`config.mk`:
```
export PLATFORM = sky130hd
export DESIGN_NAME = fpu_seq_ctrl
export DESIGN_NICKNAME = d
export VERILOG_FILES = /design/src/rtl/fpu_seq_ctrl.sv
export SDC_FILE = /design/constraint.sdc
export NUM_CORES = 1
export LEC_CHECK = 0
export BUFFER_PORTS_ARGS = -buffer_cell sky130_fd_sc_hd__buf_2
export CAP_MARGIN = 20
export CORE_UTILIZATION = 30
export CTS_BUF_LIST = sky130_fd_sc_hd__clkbuf_8
export CTS_CLUSTER_SIZE = 14
export DETAILED_ROUTE_END_ITERATION = 10
export PLACE_DENSITY = 0.65
export REMOVE_ABC_BUFFERS = 1
export SKIP_LAST_GASP = 1
export SLEW_MARGIN = 10
export SYNTH_ARGS = -nofsm -noshare
export SYNTH_HDL_FRONTEND = slang
export SYNTH_SLANG_ARGS = --single-unit
```
`constraint.sdc`:
```
create_clock -name clk -period 1.4 [get_ports clk]
set_input_delay 0.35 -clock clk [delete_from_list [all_inputs] [get_ports clk]]
set_output_delay 0.35 -clock clk [all_outputs]
set_load 0.01 [all_outputs]
```
`src/rtl/fpu_seq_ctrl.sv`:
```
// fpu_seq_ctrl: multi-cycle sequencer for the FP unit of a single-cycle core.
// Freezes PC/instruction while an FP op executes, pulses FPUEn on accept and
// ResultWE/FlagsWE on write-back. Optional stall-cycle counter is built when
// the macro FPU_SEQ_CTRL_PERF_EN is defined; otherwise StallCount is 0.
module fpu_seq_ctrl #(
    parameter int unsigned ADD_LAT = 2,
    parameter int unsigned MUL_LAT = 3,
    parameter int unsigned DIV_LAT = 8
) (
    input  logic        clk,
    input  logic        reset,
    input  logic        FPUOp,
    input  logic [1:0]  FPUControlIn,
    input  logic        RegWriteIn,
    input  logic        FlagWriteIn,
    input  logic        Flush,
    output logic        Stall,
    output logic        FPUEn,
    output logic [1:0]  FPUControl,
    output logic        ResultWE,
    output logic        FlagsWE,
    output logic        Busy,
    output logic [31:0] StallCount
);

    localparam int unsigned CNT_W = 4;
    localparam int unsigned SC_W  = 32;

    localparam logic [1:0] S_IDLE = 2'd0;
    localparam logic [1:0] S_EXEC = 2'd1;
    localparam logic [1:0] S_WB   = 2'd2;

    // Latencies must fit the 4-bit down-counter and be at least one cycle
    if (ADD_LAT < 1 || ADD_LAT > 15) begin : g_add_lat_bad
        $error("fpu_seq_ctrl: ADD_LAT out of range 1..15");
    end
    if (MUL_LAT < 1 || MUL_LAT > 15) begin : g_mul_lat_bad
        $error("fpu_seq_ctrl: MUL_LAT out of range 1..15");
    end
    if (DIV_LAT < 1 || DIV_LAT > 15) begin : g_div_lat_bad
        $error("fpu_seq_ctrl: DIV_LAT out of range 1..15");
    end

    logic [1:0]       r_state;
    logic [1:0]       r_op;
    logic [CNT_W-1:0] r_count;
    logic             r_rw;
    logic             r_fw;

    logic [1:0]       w_next_state;
    logic [1:0]       w_next_op;
    logic [CNT_W-1:0] w_next_count;
    logic             w_next_rw;
    logic             w_next_fw;
    logic [CNT_W-1:0] w_lat_m1;

    // Initial count for the incoming op (latency minus one)
    always_comb begin
        w_lat_m1 = CNT_W'(ADD_LAT - 1);
        case (FPUControlIn)
            2'b10:   w_lat_m1 = CNT_W'(MUL_LAT - 1);
            2'b11:   w_lat_m1 = CNT_W'(DIV_LAT - 1);
            default: w_lat_m1 = CNT_W'(ADD_LAT - 1);
        endcase
    end

    // Next-state and output decode
    always_comb begin
        w_next_state = r_state;
        w_next_op    = r_op;
        w_next_count = r_count;
        w_next_rw    = r_rw;
        w_next_fw    = r_fw;
        Stall        = 1'b0;
        FPUEn        = 1'b0;
        ResultWE     = 1'b0;
        FlagsWE      = 1'b0;
        Busy         = 1'b0;
        case (r_state)
            S_IDLE: begin
                if (FPUOp && !Flush) begin
                    Stall        = 1'b1;
                    FPUEn        = 1'b1;
                    w_next_op    = FPUControlIn;
                    w_next_rw    = RegWriteIn;
                    w_next_fw    = FlagWriteIn;
                    w_next_count = w_lat_m1;
                    w_next_state = S_EXEC;
                end
            end
            S_EXEC: begin
                Stall = 1'b1;
                Busy  = 1'b1;
                if (Flush) begin
                    w_next_state = S_IDLE;
                end else if (r_count == '0) begin
                    w_next_state = S_WB;
                end else begin
                    w_next_count = r_count - CNT_W'(1);
                end
            end
            S_WB: begin
                // FPUOp is still high here for the same instruction; ignored
                Busy         = 1'b1;
                ResultWE     = r_rw & ~Flush;
                FlagsWE      = r_fw & ~Flush;
                w_next_state = S_IDLE;
            end
            default: begin
                w_next_state = S_IDLE;
            end
        endcase
    end

    // State and latched-operation registers
    always_ff @(posedge clk) begin
        if (reset) begin
            r_state <= S_IDLE;
            r_op    <= 2'b00;
            r_count <= '0;
            r_rw    <= 1'b0;
            r_fw    <= 1'b0;
        end else begin
            r_state <= w_next_state;
            r_op    <= w_next_op;
            r_count <= w_next_count;
            r_rw    <= w_next_rw;
            r_fw    <= w_next_fw;
        end
    end

    assign FPUControl = r_op;

`ifdef FPU_SEQ_CTRL_PERF_EN
    logic [SC_W-1:0] r_stall_cnt;

    // Saturating count of stalled cycles; cleared only by reset
    always_ff @(posedge clk) begin
        if (reset) begin
            r_stall_cnt <= '0;
        end else if (Stall && (r_stall_cnt != '1)) begin
            r_stall_cnt <= r_stall_cnt + SC_W'(1);
        end
    end

    assign StallCount = r_stall_cnt;
`else
    assign StallCount = SC_W'(0);
`endif

endmodule

```
## Word-level counts from Yosys, hierarchy flattened

Index checks and enable logic that the tools add are counted.

- Add/sub/neg operators: 1
- $mul: 0
- Divide/modulo/power cells: 0
- Magnitude comparators: 0
- Equal/unequal tests: 8
- Shifts and indexed selects: 0
- Multiplexer cells: 15
- Bitwise logic cells: 3
- Reductions and logical operators: 9

Operators by type and width:

| operator | count |
|---|---|
| 2-to-1 mux 4 bit | 3 |
| one-hot mux 4 bit (2 select lines) | 1 |
| equality test 2 bit, second input constant | 3 |
| 2-to-1 mux 2 bit | 3 |
| inequality test 2 bit, second input constant | 3 |
| one-hot mux 3 bit (2 select lines) | 1 |
| 2-to-1 mux 1 bit | 5 |
| logical NOT 4 bit | 1 |
| one-hot mux 2 bit (2 select lines) | 1 |
| AND reduction 2 bit | 2 |
| AND reduction 4 bit | 1 |
| subtractor 4 x 1 -> 4 bit, second input constant | 1 |
| inequality test 3 bit, second input constant | 1 |
| bitwise AND 1 bit | 2 |
| equality test 2 x 1 -> 1 bit, second input constant | 1 |
| logical NOT 2 bit | 1 |
| one-hot mux 1 bit (2 select lines) | 1 |
| nonzero test 2 bit | 1 |
| OR reduction 2 bit | 1 |
| logical AND 1 bit | 1 |
| logical NOT 1 bit | 1 |
| inverter 1 bit | 1 |

- Register bits after elaboration: 10
- Latch bits: 0
- RAM bits: 0
- Memory bits (read-only): 0
- Bits of input ports: 8
- Output and inout bits: 39
- Logic and storage cells: 41
- Memories: 0

## Depth between registers and ports, before layout

Gate-level depths: netlist (run 1).

- Depth after elaboration: 4
- Mapped depth: 6

## Worst setup path after synthesis (run 1)

Ideal clock, no wire load.

- Path type: register to register
- Start: register r_count[0]
- End: register r_count[0]
- Data arrival time: 1.376 ns
- Required time: 1.314 ns
- Path slack: -0.063 ns
- Cell stages (with the launch flop): 6
- Buffers on the path: 0
- Path through: dfxtp_1 inv_1 ha_1 or3b_4 a31o_1 a221oi_2

- Longest elaborated chain between the ends: 4
- Elaborated cells between the ends (all ways): 7
- Classes of those cells: add/sub: 1; eq/ne: 1; mux: 3; reduce/logical: 2

Ends and longest elaborated chain:

| what | RTL line | source |
|---|---|---|
| from (decl) | 46 | `logic [CNT_W-1:0] r_count;` |
| from (signal assigned) | 126 | `r_count <= w_next_count;` |
| subtractor 4 x 1 -> 4 bit | 99 | `w_next_count = r_count - CNT_W'(1);` |
| 2-to-1 mux 4 bit | 96 | `end else if (r_count == '0) begin` |
| 2-to-1 mux 4 bit | 94 | `if (Flush) begin` |
| one-hot mux 4 bit (2 select lines) | 79 | `case (r_state)` |

Several ways; a longest one is shown, not always the timed one. The select of a mux whose other input is x is not followed.
A chain may end at the register's enable or synchronous reset.

## Final worst setup path (run 1)

- Start: register r_state[0]
- End: output ResultWE

- Longest elaborated chain between the ends: 2

Ends and longest elaborated chain:

| what | RTL line | source |
|---|---|---|
| from (decl) | 44 | `logic [1:0] r_state;` |
| from (signal assigned) | 124 | `r_state <= w_next_state;` |
| equality test 2 bit | 79 |  |
| 2-to-1 mux 1 bit | 79 |  |
| to (decl) | 20 | `output logic ResultWE,` |

No other way between the ends.

==> results of run 1 <==
## through the flow
step	setup WS [ns]	cells	instance area [um^2]	util, %
after detailed placement	-0.0870	157	940	34.4
after global placement	-0.00482	157	940	34.4
after CTS	-0.105	163	1080	39.5
after floorplan	-0.0626	98	726	-
final	-0.106	163	1100	40.4
after global routing	-0.149	163	1100	40.4
## kinds of logic (layout without fill, tap and decap cells)
| group | Yosys count | count (layout) |
|---|---|---|
| simple gates | 21 | 21 |
| fa+ha+maj | 4 | 4 |
| compound gates | 16 | 16 |
| buf+inv | 43 | 42 |
| flops | 10 | 10 |
| mux | 7 | 7 |
| other cells | 1 | 32 |
## routing by layer
metal  up-vias  global-route usage (%)  part of all wire, %
li1        343                       -                    -
met1       317                    14.2                   41
met2        28                    18.8                   53
met3         4                    3.02                  5.3
met4         0                    4.29                  1.2
met5         -                       0                    0
## sequential cells by signal (all words and copies together), names as in the netlist
signal      flops
r_count         4
FPUControl      2
r_state         2
r_fw            1
r_rw            1
## synthesized netlist by cell type, types with 2 or more instances
cell type  number
a21oi_1         3
and3_1          2
buf_2           2
buf_4          32
dfxtp_1        10
ha_1            4
inv_1           8
mux2i_1         6
nand2_1         3
nor2_1          5
nor3b_1         2
o31ai_1         2
## power groups by stage
stage | logic (uW) | clock network, uW | registers (uW)
5_1_grt | 469 | 321 | 328
3_3_place_gp | 334 | 0 | 326
6_report | 429 | 292 | 326
3_5_place_dp | 349 | 0 | 326
2_1_floorplan | 205 | 0 | 330
4_1_cts | 398 | 298 | 325
## worst max-delay path by stage
stage                         endpoint  slack, ns  depth (start not counted)
2_1_floorplan  r_count[0]$_SDFFE_PP0P_      -0.06                          5
3_3_place_gp   r_count[0]$_SDFFE_PP0P_     -0.005                          5
3_5_place_dp   r_count[0]$_SDFFE_PP0P_      -0.09                          5
4_1_cts                       ResultWE      -0.10                          5
5_1_grt                          Stall      -0.15                          5
6_report                      ResultWE      -0.11                          5
## repair_timing
item / in CTS / in global routing
pin swaps: 8 / 2
setup buffers: 3 / 0
setup endpoints to repair: 9 / 9
gates resized for setup: 21 / 6
## critical path, cell delays in order (launching register included)
cell     delay, ns
dfxtp_2       0.33
inv_2         0.05
buf_6         0.12
ha_4          0.15
and3_4        0.17
buf_6         0.11
## area by class of cell
cell class                      count  area share [%]
Inverter                            8            2.72
Multi-Input combinational cell     80            51.8
Clock buffer                        3            3.74
Timing Repair Buffer               31            19.7
Sequential cell                    10            18.6
Tap cell                           31            3.51
==> out/qor.csv, run 1 <==
stage,metric,value,unit
sta,hold_viol_final,0,
routing,drt_iter0_markers,8,
setup_path,r2r_cells,5,
sta,fin_crit_sh,108,%
sta,hold_ws,0.353,ns
setup_path,critical_path_class,reg2out,
synth,synth_top_family_by_area,buffers and inverters,
pwr,seqPwrFrac,31.2,%
pwr,switching_share,32.6,%
die,placeableCoreArea,0.00273,mm^2
die,die_area,0.00310,mm^2
sta,report.final.slew_viol_count,0,
setup_path,worst_setup_path_start_kind,flip-flop,
worst_hold_path,hp-start,FlagWriteIn,
clock_network,clock_latency,0.23,ns
global_route,grt_pass1_wl,2.78,mm
final_layout,final_common_cell,conb_1,
die,fp.dieW,55.6,um
global_route,grtUsageTotal,11.4,%
synth,netlist.area_leader.share,27.8,%
die,rows,19,
pwr,clock_power_share,27.9,%
worst_hold_path,hold_path_depth,3,
worst_hold_path,hold_class,in2reg,
synth,syn_area_per_cell,8.46,um^2
final_layout,regArea,205,um^2
routing,wl_per_cell,10.7,um
synth,synth.distinct_cells,35,
sta,rsz0062_at_grt,yes,
sta,finalCriticalPeriod,1.51,ns
synth,synthAdderAreaFrac,5.80,%
routing,wirelength,1.75,mm
setup_path,critPathArrivalTime,1.16,ns
pwr,p_int,706,uW
setup_path,startpoint,r_state[0]$_SDFFE_PP0P_,
sta,setup_viol,5,
routing,via_count,692,
status,status,"complete, but fails checks",
final_layout,layout_common_cells,"conb_1 (32), buf_4 (15), buf_2 (12), dfxtp_1 (6), mux2i_1 (6)",
sta,fmax,664,MHz
sta,fin_ws,-0.106,ns
synth,synthMuxAreaShare,8.26,%
final_layout,n_antenna_cell,0,
clock_network,cts_tree,built,
worst_hold_path,min_to,r_fw$_SDFFE_PP0P_,
final_layout,layout-drive-gt1-share,44.7,%
place,io_buffer_count,14,
final_layout,final_nets,146,
synth,synth-compound-area-share,15.1,%
setup_path,r2r-end,r_count[0]$_SDFFE_PP0P_,
routing,ant_nets,0,
clock_network,cts_buffers,3,
global_route,antenna_found_initial,0,
synth,yosys_warnings,0,
die,initial_core_util,31.6,%
pwr,cellPowerDensity,948,mW/mm^2
final_layout,nFillCells,295,
global_route,first_global_vias,633,
clock_network,cts_hold_buffers,0,
clock_network,htree_levels,1,
synth,synth-main-ff-cell,dfxtp_1,
clock_network,cts_buffer_depth,2,
setup_path,crit_required,1.05,ns
place,dp_hpwl,1.32,mm
synth,synth_edf_count,0,
pwr,ir_drop,635,uV
synth,synthXorXnorAreaFrac,0,%
sta,worst_clock_skew,0.000989,ns
pwr,total_power,1050,uW
final_layout,multi_input_area,572,um^2
synth,netlist_area,863,um^2
die,die_height,55.6,um
final_layout,syn_to_final_growth,28.0,%
setup_path,rr_startpoint,r_count[0]$_SDFFE_PP0P_,
clock_network,cts.sink_count,10,
synth,ys_ff_latch,10,
routing,vias_per_cell,4.25,
place,gp_congestion,0.765,
synth,synth_top_cells_by_area,"buf_4 (28%), dfxtp_1 (23%), mux2i_1 (7.0%), ha_1 (5.8%), inv_1 (3.5%)",
global_route,grt-ovfl-total,0,
routing,firstDrtPassIters,3,
die,num_io_pins,47,
setup_path,crit_fanout,2,
clock_network,clkTransAtPathRegs,0.04,ns
routing,drc,0,
run,drv_cap,0,
pwr,power.leakage,0.000570,uW
global_route,grt_max_degree,11,
sta,setup_tns,-0.352,ns
setup_path,rrSetupSlack,-0.02,ns
pwr,pwr-share-comb,41.0,%
synth,synth.largest_area_cell,buf_4,
clock_network,root_buffer,clkbuf_8,
synth,ys_seq_area_share,23.2,%
pwr,p_switching,341,uW
setup_path,worst_setup_path_end_kind,output port,
status,violations,negative setup slack,
synth,synthCells,102,
synth,synth-async-reset-ratio,0,%
synth,synth_simple_gate_area_share,14.3,%
No activity file was read; power rests on OpenSTA's default activity.
==> inputs of run 2 (changes only) <==
--- a/config.mk
+++ b/config.mk
@@ -5,6 +5,7 @@
 export SDC_FILE = /design/constraint.sdc
 export NUM_CORES = 1
 export LEC_CHECK = 0
+export ABC_AREA = 1
 export BUFFER_PORTS_ARGS = -buffer_cell sky130_fd_sc_hd__buf_2
 export CAP_MARGIN = 20
 export CORE_UTILIZATION = 30
==> out/qor.csv, run 2 <==
stage,metric,value,unit,change
global_route,grt_max_degree,9,,-2
place,placed_cells,167,,+6.4%
synth,synthXorXnorAreaFrac,0,%,unchanged
pwr,ir_drop,620,uV,-2.4%
final_layout,layout-drive-gt1-share,31.3,%,-13 points
sta,fmax,706,MHz,+6.3%
final_layout,largest_reg_flops,4,,unchanged
synth,netlist.area_leader.share,29.2,%,+1.4 points
clock_network,root_buffer,clkbuf_8,,
sta,fin_ws,-0.0170,ns,+0.0892 ns
global_route,grt_pass1_wl,2.13,mm,-24%
routing,wirelength,1.40,mm,-20%
synth,synth.most_common_cell,buf_4,,
sta,setup_viol,2,,-3
die,initial_core_util,32.4,%,+0.77 points
setup_path,slowest_stage,dfxtp_4,,
die,fp.dieW,54.4,um,-2.3%
global_route,antenna_found_initial,0,,unchanged
setup_path,critPathArrivalTime,1.07,ns,-0.09 ns
sta,worst_clock_skew,0.00167,ns,+0.000683 ns
die,num_io_pins,47,,unchanged
final_layout,layout_common_cells,"conb_1 (32), nand2_1 (25), buf_2 (12), nor2_1 (11)",,
sta,finalCriticalPeriod,1.42,ns,-0.0892 ns
synth,ys_ff_latch,10,,unchanged
die,die_area,0.00296,mm^2,-4.5%
pwr,total_power,857,uW,-18%
final_layout,final_common_cell,conb_1,,
final_layout,syn_to_final_growth,18.8,%,
routing,via_count,681,,-1.6%
synth,synth-compound-area-share,7.75,%,-7.3 points
final_layout,regMostFlops,r_count,,
setup_path,crit_fanout,4,,+2
setup_path,slowest_delay,0.37,ns,+0.04 ns
status,status,"complete, but fails checks",,
die,die_height,54.4,um,-2.3%
routing,firstDrtPassIters,4,,+1
place,dp_hpwl,1.05,mm,-21%
synth,netlist_area,823,um^2,-4.6%
synth,syn_area_per_cell,6.80,um^2,-20%
worst_hold_path,hold_class,in2reg,,
synth,synth.largest_area_cell,buf_4,,
clock_network,cts_hold_buffers,0,,unchanged
synth,synth-main-ff-cell,dfxtp_1,,
pwr,cellPowerDensity,876,mW/mm^2,-7.6%
synth,synth_top_cells_by_area,"buf_4 (29%), dfxtp_1 (24%), nand2_1 (12%), ha_1 (6.1%), nor2_1 (5.9%)",,
synth,synthAdderAreaFrac,6.08,%,+0.28 points
setup_path,crit_chain,inv_4 > ha_4 > nand3_4 > nand2_2 > buf_6,,
setup_path,critical_path_class,reg2out,,
setup_path,worst_setup_path_start_kind,flip-flop,,
setup_path,critPathTopFamily,flip-flops,,
sta,rsz0062_at_grt,yes,,
global_route,first_global_vias,502,,-21%
synth,synth-async-reset-ratio,0,%,unchanged
sta,report.final.slew_viol_count,0,,unchanged
sta,fin_crit_sh,101,%,-6.4 points
routing,vias_per_cell,3.91,,-7.8%
synth,synth.distinct_cells,16,,-54%
synth,synthMuxAreaShare,0,%,-8.3 points
status,violations,negative setup slack,,
setup_path,crit_required,1.05,ns,about the same
die,placeableCoreArea,0.00254,mm^2,-6.9%
routing,ant_nets,0,,unchanged
final_layout,final_cells,174,,+6.7%
clock_network,clock_latency,0.23,ns,about the same
synth,ys_seq_area_share,24.3,%,+1.1 points
clock_network,cts_buffers,3,,unchanged
sta,hold_viol_final,0,,unchanged
setup_path,cp_num_buf_inv,2,,-1
synth,netlist_top_cells_count,"buf_4 (32), nand2_1 (26), nor2_1 (13), inv_1 (12), dfxtp_1 (10)",,
synth,synth_edf_count,0,,unchanged
synth,synth_simple_gate_area_share,25.8,%,+11 points
clock_network,cts_tree,built,,
clock_network,htree_levels,1,,unchanged
clock_network,clkTransAtPathRegs,0.04,ns,about the same
global_route,grtUsageTotal,10.4,%,-0.97 points
final_layout,n_antenna_cell,0,,unchanged
routing,wl_per_cell,8.03,um,-25%
run,drv_cap,0,,unchanged
clock_network,cts_buffer_depth,2,,unchanged
routing,drt_iter0_markers,5,,-3
global_route,grt-ovfl-total,0,,unchanged
final_layout,nFillCells,267,,-9.5%
routing,drc,0,,unchanged
die,rows,18,,-1
pwr,power.leakage,0.000512,uW,-10%
place,gp_congestion,0.795,,+4.0%
synth,yosys_warnings,0,,unchanged
clock_network,cts.sink_count,10,,unchanged
place,io_buffer_count,14,,unchanged
synth,synth_top_family_by_area,buffers and inverters,,
synth,synthCells,121,,+19%
setup_path,worst_setup_path_end_kind,output port,,
final_layout,final_nets,158,,+8.2%
## run 2: worst register-to-register path, cell delays in order (launching register included)
cell	delay [ns]
dfxtp_4	0.36
inv_4	0.07
ha_4	0.14
nand3_4	0.09
buf_4	0.17
buf_4	0.14
nand2_1	0.07
nand2_1	0.07
nand2_1	0.06
a21oi_1	0.06
## run 2: layout make-up
class                   instances  area [um^2]  share of cell area (%)
well taps                      30         37.5                    3.84
clock buffers                   3         41.3                    4.22
inverters                      14         57.6                    5.88
multi-input cells              96          499                    51.0
flip-flops and latches         10          208                    21.2
repair buffers                 21          135                    13.8
## run 2: where the power goes
| group | switching (uW) | internal (uW) | leakage, uW |
|---|---|---|---|
| clock | 98.5 | 187 | 0.0000216 |
| combinational | 161 | 93.3 | 0.000407 |
| sequential | 11.7 | 305 | 0.0000835 |
## run 2: logic make-up after synthesis
group	count (synthesis)
and+or+nand+nor	48
buffers and inverters	46
AOI/OAI and AO/OA	12
DFF	10
adders and majority gates	4
other	1
## run 2: layer usage
metal | vias to the layer above | wire, um | GRT usage [%]
li1 | 352 | - | -
met1 | 295 | 710 | 14.1
met2 | 32 | 568 | 14.6
met3 | 2 | 103 | 4.17
met4 | 0 | 14 | 3.85
met5 | - | 0 | 0
## run 2: worst paths after layout
check	slack, ns	from	end	cells after the start
min	0.33	reset	r_state[1]$_SDFFE_PP0P_	2
max reg2reg	0.06	r_state[1]$_SDFFE_PP0P_	r_state[0]$_SDFFE_PP0P_	9
min reg2reg	0.46	FPUControl[1]$_SDFFE_PP0P_	FPUControl[1]$_SDFFE_PP0P_	2
max	-0.02	r_state[1]$_SDFFE_PP0P_	Stall	5
## run 2: timing repair
action	CTS	global route
cloned	0	0
setup endpoints to repair	5	9
pin swaps	4	3
buffers inserted	4	0
resized for setup	15	8
## run 2: per-stage QoR
stage	hold WS (ns)	setup WS, ns	cell area (um^2)	setup TNS, ns	util (%)
2_1_floorplan	0.419	0.165	699	0	-
3_3_place_gp	0.442	0.0822	830	0	32.6
3_5_place_dp	0.448	0.0605	830	0	32.6
4_1_cts	0.325	-0.0345	947	-0.0921	37.2
5_1_grt	0.345	-0.0669	978	-0.259	38.4
6_report	0.332	-0.0170	978	-0.0234	38.4
==> inputs of run 3 (changes only) <==
--- a/config.mk
+++ b/config.mk
@@ -9,12 +9,11 @@
 export BUFFER_PORTS_ARGS = -buffer_cell sky130_fd_sc_hd__buf_2
 export CAP_MARGIN = 20
 export CORE_UTILIZATION = 30
-export CTS_BUF_LIST = sky130_fd_sc_hd__clkbuf_8
+export CTS_BUF_LIST = sky130_fd_sc_hd__clkbuf_16
 export CTS_CLUSTER_SIZE = 14
 export DETAILED_ROUTE_END_ITERATION = 10
 export PLACE_DENSITY = 0.65
 export REMOVE_ABC_BUFFERS = 1
-export SKIP_LAST_GASP = 1
 export SLEW_MARGIN = 10
 export SYNTH_ARGS = -nofsm -noshare
 export SYNTH_HDL_FRONTEND = slang
==> constraint.sdc (replaced) <==
create_clock -name clk -period 1.2 [get_ports clk]
set_input_delay 0.3 -clock clk [delete_from_list [all_inputs] [get_ports clk]]
set_output_delay 0.3 -clock clk [all_outputs]
set_load 0.01 [all_outputs]
==> out/qor.csv, run 3 (synthesized netlist as in run 2, its figures left out) <==
stage,metric,value,unit,change
status,status,"complete, but fails checks",,
status,violations,negative setup slack,,
die,rows,18,,unchanged
worst_hold_path,hold_class,in2reg,,
sta,worst_clock_skew,0.00210,ns,+0.000429 ns
setup_path,crit_chain,buf_6 > ha_4 > inv_2 > nor3_1 > buf_2,,
setup_path,slowest_stage,dfxtp_4,,
routing,ant_nets,0,,unchanged
place,io_buffer_count,14,,unchanged
sta,fin_ws,-0.202,ns,-0.185 ns
sta,hold_ws,0.279,ns,-0.0535 ns
pwr,ir_drop,558,uV,-10%
sta,hold_viol_final,0,,unchanged
setup_path,critPathTopFamily,flip-flops,,
final_layout,final_cells,181,,+4.0%
sta,rsz0062_at_grt,yes,,
setup_path,slowest_delay,0.35,ns,-0.02 ns
setup_path,crit_fanout,2,,-2
place,gp_congestion,0.782,,-1.7%
sta,fmax,713,MHz,
global_route,grt-ovfl-total,0,,unchanged
final_layout,layout_common_cells,"conb_1 (32), nand2_1 (19), buf_2 (12), nor2_1 (11), buf_4 (10)",,
pwr,cellPowerDensity,1170,mW/mm^2,+33%
die,placeableCoreArea,0.00254,mm^2,unchanged
routing,drt_iter0_markers,5,,unchanged
setup_path,r2r-end,r_count[2]$_SDFFE_PP0P_,,
die,die_area,0.00296,mm^2,unchanged
sta,report.final.slew_viol_count,0,,unchanged
sta,setup_tns,-1.16,ns,-1.14 ns
clock_network,root_buffer,clkbuf_16,,
final_layout,multi_input_area,539,um^2,+8.0%
final_layout,n_antenna_cell,0,,unchanged
clock_network,cts_buffer_depth,2,,unchanged
clock_network,cts_buffers,3,,unchanged
global_route,grtUsageTotal,11.3,%,+0.83 points
worst_hold_path,hold_path_depth,2,,unchanged
die,initial_core_util,32.4,%,unchanged
worst_hold_path,hp-start,reset,,
final_layout,syn_to_final_growth,36.3,%,
routing,via_count,714,,+4.8%
run,drv_cap,0,,unchanged
routing,wl_per_cell,8.92,um,+11%
setup_path,crit_required,0.90,ns,-0.15 ns
routing,firstDrtPassIters,4,,unchanged
sta,finalCriticalPeriod,1.40,ns,
final_layout,final_nets,165,,+4.4%
worst_hold_path,min_to,r_state[0]$_SDFFE_PP0P_,,
setup_path,critical_path_class,reg2out,,
global_route,grt_pass1_wl,2.24,mm,+5.5%
die,die_height,54.4,um,unchanged
routing,drc,0,,unchanged
place,placed_cells,171,,+2.4%
final_layout,regArea,208,um^2,unchanged
clock_network,cts.sink_count,10,,unchanged
setup_path,r2r_cells,7,,-2
setup_path,critPathArrivalTime,1.10,ns,+0.03 ns
routing,vias_per_cell,3.94,,+0.79%
global_route,antenna_found_initial,0,,unchanged
place,dp_hpwl,1.09,mm,+4.2%
final_layout,regMostFlops,r_count,,
pwr,power.leakage,0.000576,uW,+13%
clock_network,clock_latency,0.24,ns,about the same
clock_network,cts_tree,built,,
final_layout,layout-drive-gt1-share,40.4,%,+9.1 points
clock_network,cts_hold_buffers,0,,unchanged
final_layout,final_common_cell,conb_1,,
setup_path,rr_startpoint,r_state[0]$_SDFFE_PP0P_,,
setup_path,cp_num_buf_inv,3,,+1
setup_path,rrSetupSlack,-0.07,ns,-0.13 ns
place,dp_slack,-0.0962,ns,-0.157 ns
sta,fin_crit_sh,117,%,
final_layout,nFillCells,278,,+4.1%
die,fp.dieW,54.4,um,unchanged
final_layout,largest_reg_flops,4,,unchanged
routing,wirelength,1.61,mm,+16%
setup_path,worst_setup_path_start_kind,flip-flop,,
sta,setup_viol,11,,+9
clock_network,clkTransAtPathRegs,0.04,ns,about the same
clock_network,htree_levels,1,,unchanged
die,num_io_pins,47,,unchanged
global_route,grt_max_degree,9,,unchanged
setup_path,worst_setup_path_end_kind,output port,,
global_route,first_global_vias,537,,+7.0%
==> run 3: cell type report <==
cell class	count	area share (%)
inverter	14	5.35
clock buffer	3	6.69
timing repair buffer	28	18.1
multi-input combinational	96	48.0
sequential	10	18.5
tap	30	3.34
==> run 3: worst max-delay path by stage <==
stage / from / end / depth (start not counted)
2_1_floorplan: r_state[0]$_SDFFE_PP0P_ / r_count[0]$_SDFFE_PP0P_ / 8
3_3_place_gp: r_state[0]$_SDFFE_PP0P_ / FPUEn / 5
3_5_place_dp: r_state[0]$_SDFFE_PP0P_ / Stall / 5
4_1_cts: r_state[1]$_SDFFE_PP0P_ / FlagsWE / 5
5_1_grt: r_state[0]$_SDFFE_PP0P_ / Stall / 5
6_report: r_state[1]$_SDFFE_PP0P_ / ResultWE / 5
==> run 3: worst reg2reg max path: stages, from the launching register on <==
cell     delay, ns
dfxtp_4       0.37
inv_4         0.05
ha_4          0.16
buf_4         0.14
o21ai_4       0.16
nand2_4       0.11
nor2_1        0.12
nor2_1        0.05
==> run 3: power by group <==
group / switching (uW) / internal, uW
Clock: 157 / 432
Sequential: 14.6 / 357
Combinational: 210 / 139
Total: 382 / 928
==> run 3: per-layer routing <==
layer | wire length [um] | vias to the layer above | share of wire [%] | GRT usage (%)
met5 | 0 | - | 0 | 0
met4 | 29 | 0 | 1.8 | 6.41
met3 | 117 | 4 | 7.2 | 4.17
met2 | 734 | 31 | 45 | 16.1
met1 | 732 | 312 | 45 | 14.4
li1 | - | 367 | - | -
==> run 3: what timing repair did <==
item	CTS	global route
buffers inserted	5	3
resized for setup	21	20
pin swaps	5	9
endpoints found under the setup margin	15	13
==> run 3: per-stage QoR <==
step	instance area [um^2]	power, uW	util, %
6_report	1120	1310	44.1
3_3_place_gp	860	639	33.8
3_5_place_dp	860	640	33.8
4_1_cts	1030	1280	40.7
5_1_grt	1120	1390	44.1
2_1_floorplan	699	562	-
